## config.mk

```make
export PLATFORM = sky130hd
export DESIGN_NAME = cpu_hazard_scoreboard
export DESIGN_NICKNAME = d
export VERILOG_FILES = /design/src/rtl/cpu_hazard_scoreboard.sv
export SDC_FILE = /design/constraint.sdc
export NUM_CORES = 1
export LEC_CHECK = 0
export ABC_CLOCK_PERIOD_IN_PS = 3100
export CAP_MARGIN = 20
export CORE_ASPECT_RATIO = 1.1
export CORE_MARGIN = 2
export CORE_UTILIZATION = 25
export CTS_CLUSTER_SIZE = 40
export DETAILED_ROUTE_END_ITERATION = 8
export HOLD_SLACK_MARGIN = 0.06
export RECOVER_POWER = 100
export SYNTH_ARGS = -nofsm -noshare
export SYNTH_HDL_FRONTEND = slang
export SYNTH_SLANG_ARGS = --single-unit
```

## constraint.sdc

```tcl
create_clock -name i_clock -period 3.1 [get_ports i_clock]
set_clock_uncertainty 0.15 [all_clocks]
set_input_delay 0.31 -clock i_clock [delete_from_list [all_inputs] [get_ports i_clock]]
set_output_delay 0.31 -clock i_clock [all_outputs]
set_load 0.1 [all_outputs]
```

## src/rtl/cpu_hazard_scoreboard.sv

```systemverilog
// ============================================================================
// Module   : cpu_hazard_scoreboard
// Purpose  : 64-entry pending-write scoreboard gating decode->execute issue on
//            RAW/WAW hazards. Optional macro: CPU_SCOREBOARD_BYPASS_EN.
// Revision : 1.0 - initial release
// ============================================================================
`default_nettype none

module cpu_hazard_scoreboard #(
    parameter int WB_PORTS = 2
) (
    input  logic                  i_clock,
    input  logic                  i_reset,
    input  logic                  i_issue_valid,
    input  logic [5:0]            i_issue_rs1,
    input  logic [5:0]            i_issue_rs2,
    input  logic [5:0]            i_issue_rs3,
    input  logic [5:0]            i_issue_rd,
    output logic                  o_issue_ready,
    input  logic [WB_PORTS-1:0]   i_wb_valid,
    input  logic [6*WB_PORTS-1:0] i_wb_rd,
    input  logic                  i_flush,
    output logic [63:0]           o_pending,
    output logic [31:0]           o_stall_cycles,
    output logic                  o_fault
);

    localparam logic [5:0] C_REG_NONE = 6'h00;

    logic [63:0] r_pending;
    logic [31:0] r_stall_cycles;
    logic        r_fault;

    logic [63:0] w_wb_clear_mask;
    logic        w_wb_unpending;
    logic [63:0] w_hazard_view;
    logic        w_hazard_rs1;
    logic        w_hazard_rs2;
    logic        w_hazard_rs3;
    logic        w_hazard_rd;
    logic        w_issue_fire;
    logic [63:0] w_set_mask;
    logic [63:0] w_pending_next;

    // Writeback clear mask, plus detection of a retire to a non-pending register.
    always_comb begin
        w_wb_clear_mask = 64'd0;
        w_wb_unpending  = 1'b0;
        for (int p = 0; p < WB_PORTS; p++) begin
            if (i_wb_valid[p] && (i_wb_rd[p*6 +: 6] != C_REG_NONE)) begin
                w_wb_clear_mask[i_wb_rd[p*6 +: 6]] = 1'b1;
                if (!r_pending[i_wb_rd[p*6 +: 6]]) begin
                    w_wb_unpending = 1'b1;
                end
            end
        end
    end

`ifdef CPU_SCOREBOARD_BYPASS_EN
    // Producer retiring this cycle no longer blocks its consumer; execute forwards.
    assign w_hazard_view = r_pending & ~w_wb_clear_mask;
`else
    assign w_hazard_view = r_pending;
`endif

    assign w_hazard_rs1 = (i_issue_rs1 != C_REG_NONE) && w_hazard_view[i_issue_rs1];
    assign w_hazard_rs2 = (i_issue_rs2 != C_REG_NONE) && w_hazard_view[i_issue_rs2];
    assign w_hazard_rs3 = (i_issue_rs3 != C_REG_NONE) && w_hazard_view[i_issue_rs3];
    assign w_hazard_rd  = (i_issue_rd  != C_REG_NONE) && w_hazard_view[i_issue_rd];

    assign o_issue_ready = !(w_hazard_rs1 | w_hazard_rs2 | w_hazard_rs3 | w_hazard_rd);
    assign w_issue_fire  = i_issue_valid & o_issue_ready;

    always_comb begin
        w_set_mask = 64'd0;
        if (w_issue_fire && (i_issue_rd != C_REG_NONE)) begin
            w_set_mask[i_issue_rd] = 1'b1;
        end
    end

    // Clear before set, so a same-cycle retire and reissue of rd leaves it pending.
    always_comb begin
        w_pending_next = 64'd0;
        if (!i_flush) begin
            w_pending_next = (r_pending & ~w_wb_clear_mask) | w_set_mask;
        end
        w_pending_next[0] = 1'b0;
    end

    always_ff @(posedge i_clock or posedge i_reset) begin
        if (i_reset) begin
            r_pending      <= 64'd0;
            r_stall_cycles <= 32'd0;
            r_fault        <= 1'b0;
        end else begin
            r_pending <= w_pending_next;
            if (i_issue_valid && !o_issue_ready) begin
                r_stall_cycles <= r_stall_cycles + 32'd1;
            end
            if (w_wb_unpending && !i_flush) begin
                r_fault <= 1'b1;
            end
        end
    end

    assign o_pending      = r_pending;
    assign o_stall_cycles = r_stall_cycles;
    assign o_fault        = r_fault;

endmodule

`default_nettype wire

```

# Yosys cells after proc, flatten, opt, wreduce, memory -nomap -nowiden
# Cells that the tools add are included.
word_totals:
  wordCells: 67
  out_inout_bits: 98
  ff_bits: 96
op_classes:
  n_addsub: 1
  magnitude_cmp: 9
  muxes: 26
  n_reduce_logical: 20
  n_bitwise: 8
ops:
  columns: ["cell", "n"]
  rows:
  - ["$mux 64", 4]
  - ["$or 64x64->64", 2]
  - ["$and 64x64->64", 1]
  - ["$not 64->64", 1]
  - ["$lt 6x7->1 const B", 6]
  - ["$bmux 1 s6", 6]
  - ["$reduce_bool 6->1", 6]
  - ["$add 32x1->32 const B", 1]
  - ["$demux 1 s6", 3]
  - ["$ge 6x1->1 const B", 3]
  - ["$mux 1", 13]
  - ["$logic_and 1x1->1", 12]
  - ["$or 1x1->1", 3]
  - ["$logic_not 1->1", 2]
  - ["$and 1x1->1", 1]

# Logic depth before layout (Yosys ltp)
logic_depth:
  ltp_word: 12
  ltp_mapped: 12
  ltp_nobuf: 9

# Worst setup path after synthesis
# Ideal clock, no wire load.
synth_timing:
  path_type: "reg-to-reg"
  start: "register r_pending[15] (netlist: o_pending[15])"
  end: "register r_pending[17] (netlist: o_pending[17])"
  n_path_buf: 1
  setup_time_ps: 87
  setup_slack_ps: -347
  stages_incl_launch_ff: 11
  t_arrival_ps: 3210
  synth_period_minus_slack_ps: 3447
  path_cell_list: "dfrtp_1 > mux4_2 > a221oi_1 > nor2_1 > a221oi_1 > o2111ai_1 > or4_4 > inv_6 > nand2_4 > buf_6 > o22ai_2"
synth_via:
  elab_chain_cells: 12
synth_lines:
  columns: ["item", "line", "source"]
  rows:
  - ["start, declared", "30", "logic [63:0] r_pending;"]
  - ["start signal, assigned", "96", "r_pending <= w_pending_next;"]
  - ["$bmux 1 s6 (on tied branches)", "66, 67", null]
  - ["$mux 1 (on tied branches)", "66, 67", null]
  - ["$logic_and 1x1->1 (on tied branches)", "66, 67", null]
  - ["$or 1x1->1 (2 in series)", "71", "assign o_issue_ready = !(w_hazard_rs1 | w_hazard_rs2 | w_hazard_rs3 | w_hazard_rd);"]
  - ["$or 1x1->1 (*)", "71", null]
  - ["$logic_not 1->1 (*)", "71", null]
  - ["named net o_issue_ready", "19", "output logic o_issue_ready,"]
  - ["$and 1x1->1 (*)", "72", "assign w_issue_fire = i_issue_valid & o_issue_ready;"]
  - ["$logic_and 1x1->1 (*)", "76", "if (w_issue_fire && (i_issue_rd != C_REG_NONE)) begin"]
  - ["$mux 64 (*)", "76", null]
  - ["$or 64x64->64 (*)", "85", "w_pending_next = (r_pending & ~w_wb_clear_mask) | w_set_mask;"]
  - ["$mux 64 (*)", "84", "if (!i_flush) begin"]
  - ["named net w_pending_next[17]", "43", "logic [63:0] w_pending_next;"]
# The timed path passes the listed nets; every way through them passes the cells marked *. The select of a mux whose other input is x is not followed.
# A chain may end at the register's enable or synchronous reset.

# Worst setup path in the final report
layout_timing:
  start: "register r_pending[38] (netlist: o_pending[38])"
  end: "output o_issue_ready"
layout_via:
  elab_chain_cells: 7
layout_lines:
  columns: ["item", "line"]
  rows:
  - ["$bmux 1 s6 (on tied branches)", "66, 67"]
  - ["$mux 1 (on tied branches)", "66, 67"]
  - ["$logic_and 1x1->1 (on tied branches)", "66, 67"]
  - ["$or 1x1->1 (2 in series)", "71"]
  - ["$or 1x1->1 (*)", "71"]
  - ["$logic_not 1->1 (*)", "71"]
  - ["end, declared", "19"]
# Every way passes the cells marked *; elsewhere a longest branch is shown, timed or not. The select of a mux whose other input is x is not followed.

==> impl_metrics.sql <==
INSERT INTO impl_metrics (metric_group, metric, value, unit) VALUES
('drt', 'remaining_antenna_violation_count_after_routing', '0', ''),
('worst_setup_path', 'critical_path.cell_chain', 'buf_6 -> mux4_2 -> mux4_2 -> a32oi_2 -> nand2_1 -> or4_4 -> inv_12 -> buf_16', ''),
('worst_setup_path', 'worstPathRequired', '2.64', 'ns'),
('drt', 'detail_route.iter0.violations', '1390', ''),
('worst_setup_path', 'cp_num_cells', '8', ''),
('logic_synthesis', 'number_of_flip_flops_and_latches_in_the_synthesized_netlist', '96', ''),
('sta', 'worst_slack', '-0.331', 'ns'),
('clocking', 'clock_sinks', '96', ''),
('die', 'start_util', '0.253', ''),
('worst_setup_path', 'cpMaxStageDelayCell', 'sky130_fd_sc_hd__or4_4', ''),
('worst_setup_path', 'startpoint', 'o_pending[38]$_DFF_PP0_', ''),
('sta', 'tightest_slew', '1.25', 'ns'),
('drt', 'dr_total_vias', '10043', ''),
('logic_synthesis', 'yosys.area.top_type_share', '0.286', ''),
('placement', 'gp_congestion', '1.06', ''),
('worst_setup_path', 'most_used_cell_cp', 'sky130_fd_sc_hd__mux4_2', ''),
('logic_synthesis', 'syn_std_cell_area', '8410', 'um^2'),
('sta', 'maxSlewViolCount', '0', ''),
('logic_synthesis', 'synth_top_cells_by_area', 'sky130_fd_sc_hd__dfrtp_1 (29%), sky130_fd_sc_hd__mux4_2 (17%), sky130_fd_sc_hd__o2111ai_1 (3.7%), sky130_fd_sc_hd__nand3_1 (3.7%), sky130_fd_sc_hd__nand2_1 (3.3%)', ''),
('global_route', 'grt_pass1_vias', '9806', ''),
('clocking', 'cts_tree', 'yes', ''),
('global_route', 'first_pass_grt_wire_length', '65600', 'um'),
('clocking', 'postCtsHoldBufs', '0', ''),
('clocking', 'clk_latency', '0.36', 'ns'),
('worst_setup_path', 'worst_path_dominant_cell_family', 'multiplexers', ''),
('die', 'fp.dieArea', '35100', 'um^2'),
('power_and_ir_drop', 'total_power', '3.77', 'mW'),
('worst_setup_path', 'cp-start-kind', 'flop', ''),
('power_and_ir_drop', 'power_per_cell_area', '303', 'nW/um^2'),
('finish', 'drive_above_1_share', '0.419', ''),
('logic_synthesis', 'synth_area_leader_cell', 'sky130_fd_sc_hd__dfrtp_1', ''),
('placement', 'portBuffers', '138', ''),
('finish', 'syn2layout_area_growth', '48.0', '%'),
('drt', 'detail_route.first_pass.iterations', '5', ''),
('logic_synthesis', 'netlist_instances', '881', ''),
('run_status', 'violations', 'setup timing', ''),
('drt', 'postRouteWirelength', '45800', 'um'),
('finish', 'final_nets', '1254', ''),
('die', 'floorplan.rows', '70', ''),
('logic_synthesis', 'synth.yosys.warnings', '0', ''),
('run_status', 'outcome', 'finished with violations', ''),
('sta', 'finalWorstPathRequiredPeriod', '3.43', 'ns'),
('sta', 'fin_crit_sh', '1.11', ''),
('worst_setup_path', 'cp-endpoint', 'o_issue_ready', ''),
('worst_setup_path', 'critPathBufInv', '3', ''),
('worst_setup_path', 'timing.rr.end', 'o_pending[55]$_DFF_PP0_', ''),
('clocking', 'cts_buffers', '9', ''),
('die', 'die_height', '196', 'um'),
('global_route', 'grt_max_degree', '58', ''),
('logic_synthesis', 'synth_fp_nets', '924', ''),
('sta', 'setup_viol', '96', ''),
('logic_synthesis', 'synth-edff-count', '0', ''),
('global_route', 'globalRouteTotalUtil', '0.255', ''),
('logic_synthesis', 'post_synth.cell_area_avg', '9.55', 'um^2'),
('logic_synthesis', 'number_of_distinct_library_cell_variants_in_the_gate_level_netlist_after_synthesis', '71', ''),
('logic_synthesis', 'ys_dominant_reg_cell', 'sky130_fd_sc_hd__dfrtp_1', ''),
('logic_synthesis', 'synth-seq-area-share', '0.286', ''),
('worst_setup_path', 'endpoint_kind_of_the_worst_setup_timing_path', 'output port', ''),
('finish', 'stdcell_area', '12500', 'um^2'),
('sta', 'timing.max_slew.rel_slack', '0.164', ''),
('drt', 'wire_per_inst', '27.8', 'um'),
('clocking', 'cts.path.max_buffers', '2', ''),
('die', 'floorplan.core_area', '33200', 'um^2'),
('die', 'total_i_o_pin_count', '140', ''),
('worst_setup_path', 'delay_of_the_slowest_cell_on_the_worst_path', '0.57', 'ns'),
('finish', 'finish.utilization', '0.375', ''),
('drt', 'vias_per_cell', '6.09', ''),
('clocking', 'clkTransAtPathRegs', '0.07', 'ns'),
('sta', 'max_freq', '291', 'MHz'),
('hold_path', 'timing.hold.worst.class', 'flop to flop', ''),
('finish', 'mostFrequentLayoutCells', 'sky130_fd_sc_hd__buf_4 (221), sky130_fd_sc_hd__clkbuf_1 (99), sky130_fd_sc_hd__nand2_1 (72)', '');
==> timing repair <==
| action | in CTS | in global routing |
|---|---|---|
| setup endpoints to repair | 95 | 97 |
| pin swaps | 11 | 29 |
| gates cloned | 3 | 2 |
| resized for setup | 27 | 88 |
| setup buffers | 12 | 12 |
| endpoints found under the hold margin | 0 | 0 |
==> logic make-up (layout without fill, tap and decap cells) <==
| kind of cell | Yosys count | in the layout | synth area share |
|---|---|---|---|
| mux | 105 | 105 | 0.224 |
| buf+inv | 91 | 425 | 0.0495 |
| compound gates | 221 | 221 | 0.187 |
| flops | 96 | 96 | 0.286 |
| fa+ha+maj | 1 | 1 | 0.00149 |
| simple gates | 335 | 336 | 0.220 |
| xor+xnor | 31 | 31 | 0.0323 |
| other cells | 1 | 2 | 0.000446 |
==> metal layers <==
metal	GRT usage	wire, um	part of all wire
met5	0	0	0
met4	0.114	2440	0.053
met3	0.0584	5130	0.11
met2	0.389	20200	0.44
met1	0.344	18000	0.39
==> worst min-delay path by stage <==
stage | from | endpoint | slack [ns] | depth (start not counted)
CTS | i_reset | o_stall_cycles[10]$_DFFE_PP0P_ | 0.23 | 2
global placement | o_fault$_DFFE_PP0P_ | o_fault$_DFFE_PP0P_ | 0.30 | 1
detailed placement | o_fault$_DFFE_PP0P_ | o_fault$_DFFE_PP0P_ | 0.32 | 1
finish | o_stall_cycles[31]$_DFFE_PP0P_ | o_stall_cycles[31]$_DFFE_PP0P_ | 0.31 | 1
global route | o_stall_cycles[31]$_DFFE_PP0P_ | o_stall_cycles[31]$_DFFE_PP0P_ | 0.35 | 1
floorplan | i_issue_rd[5] | o_pending[12]$_DFF_PP0_ | 0.37 | 3
==> layout make-up <==
class	instances	area [um^2]
fillers	3346	20700
multi-input cells	695	6010
repair buffers	395	3070
flip-flops and latches	96	2480
well taps	432	541
clock buffers	12	256
inverters	14	66.3
clock inverters	4	27.5
diodes	1	2.50
==> cells in the mapped netlist (22+ instances only) <==
library cell	instances
sky130_fd_sc_hd__mux2i_1	25
sky130_fd_sc_hd__xnor2_1	29
sky130_fd_sc_hd__mux4_2	65
sky130_fd_sc_hd__nand4_1	28
sky130_fd_sc_hd__nand3_1	62
sky130_fd_sc_hd__clkbuf_1	44
sky130_fd_sc_hd__o21ai_1	54
sky130_fd_sc_hd__dfrtp_1	96
sky130_fd_sc_hd__a22oi_1	22
sky130_fd_sc_hd__o2111ai_1	36
sky130_fd_sc_hd__nand2_1	74
sky130_fd_sc_hd__nor2_1	46
==> state kept, by name, indices dropped and copies added, names as in the netlist <==
name,cells
o_pending,63
o_fault,1
o_stall_cycles,32
==> metrics by stage <==
| stage | TNS [ns] | instances |
|---|---|---|
| floorplan | -0.304 | 881 |
| global placement | -45.63 | 1603 |
| detailed placement | -49.68 | 1603 |
| CTS | -13.17 | 1634 |
| global route | -28.16 | 1648 |
| finish | -21.73 | 1649 |
==> power breakdown <==
| part | total [mW] | switching (mW) | internal, mW |
|---|---|---|---|
| clock | 1.11 | 0.523 | 0.591 |
| combinational | 1.30 | 0.855 | 0.446 |
| sequential | 1.35 | 0.0593 | 1.29 |
Power figures use the tool's default switching activity.
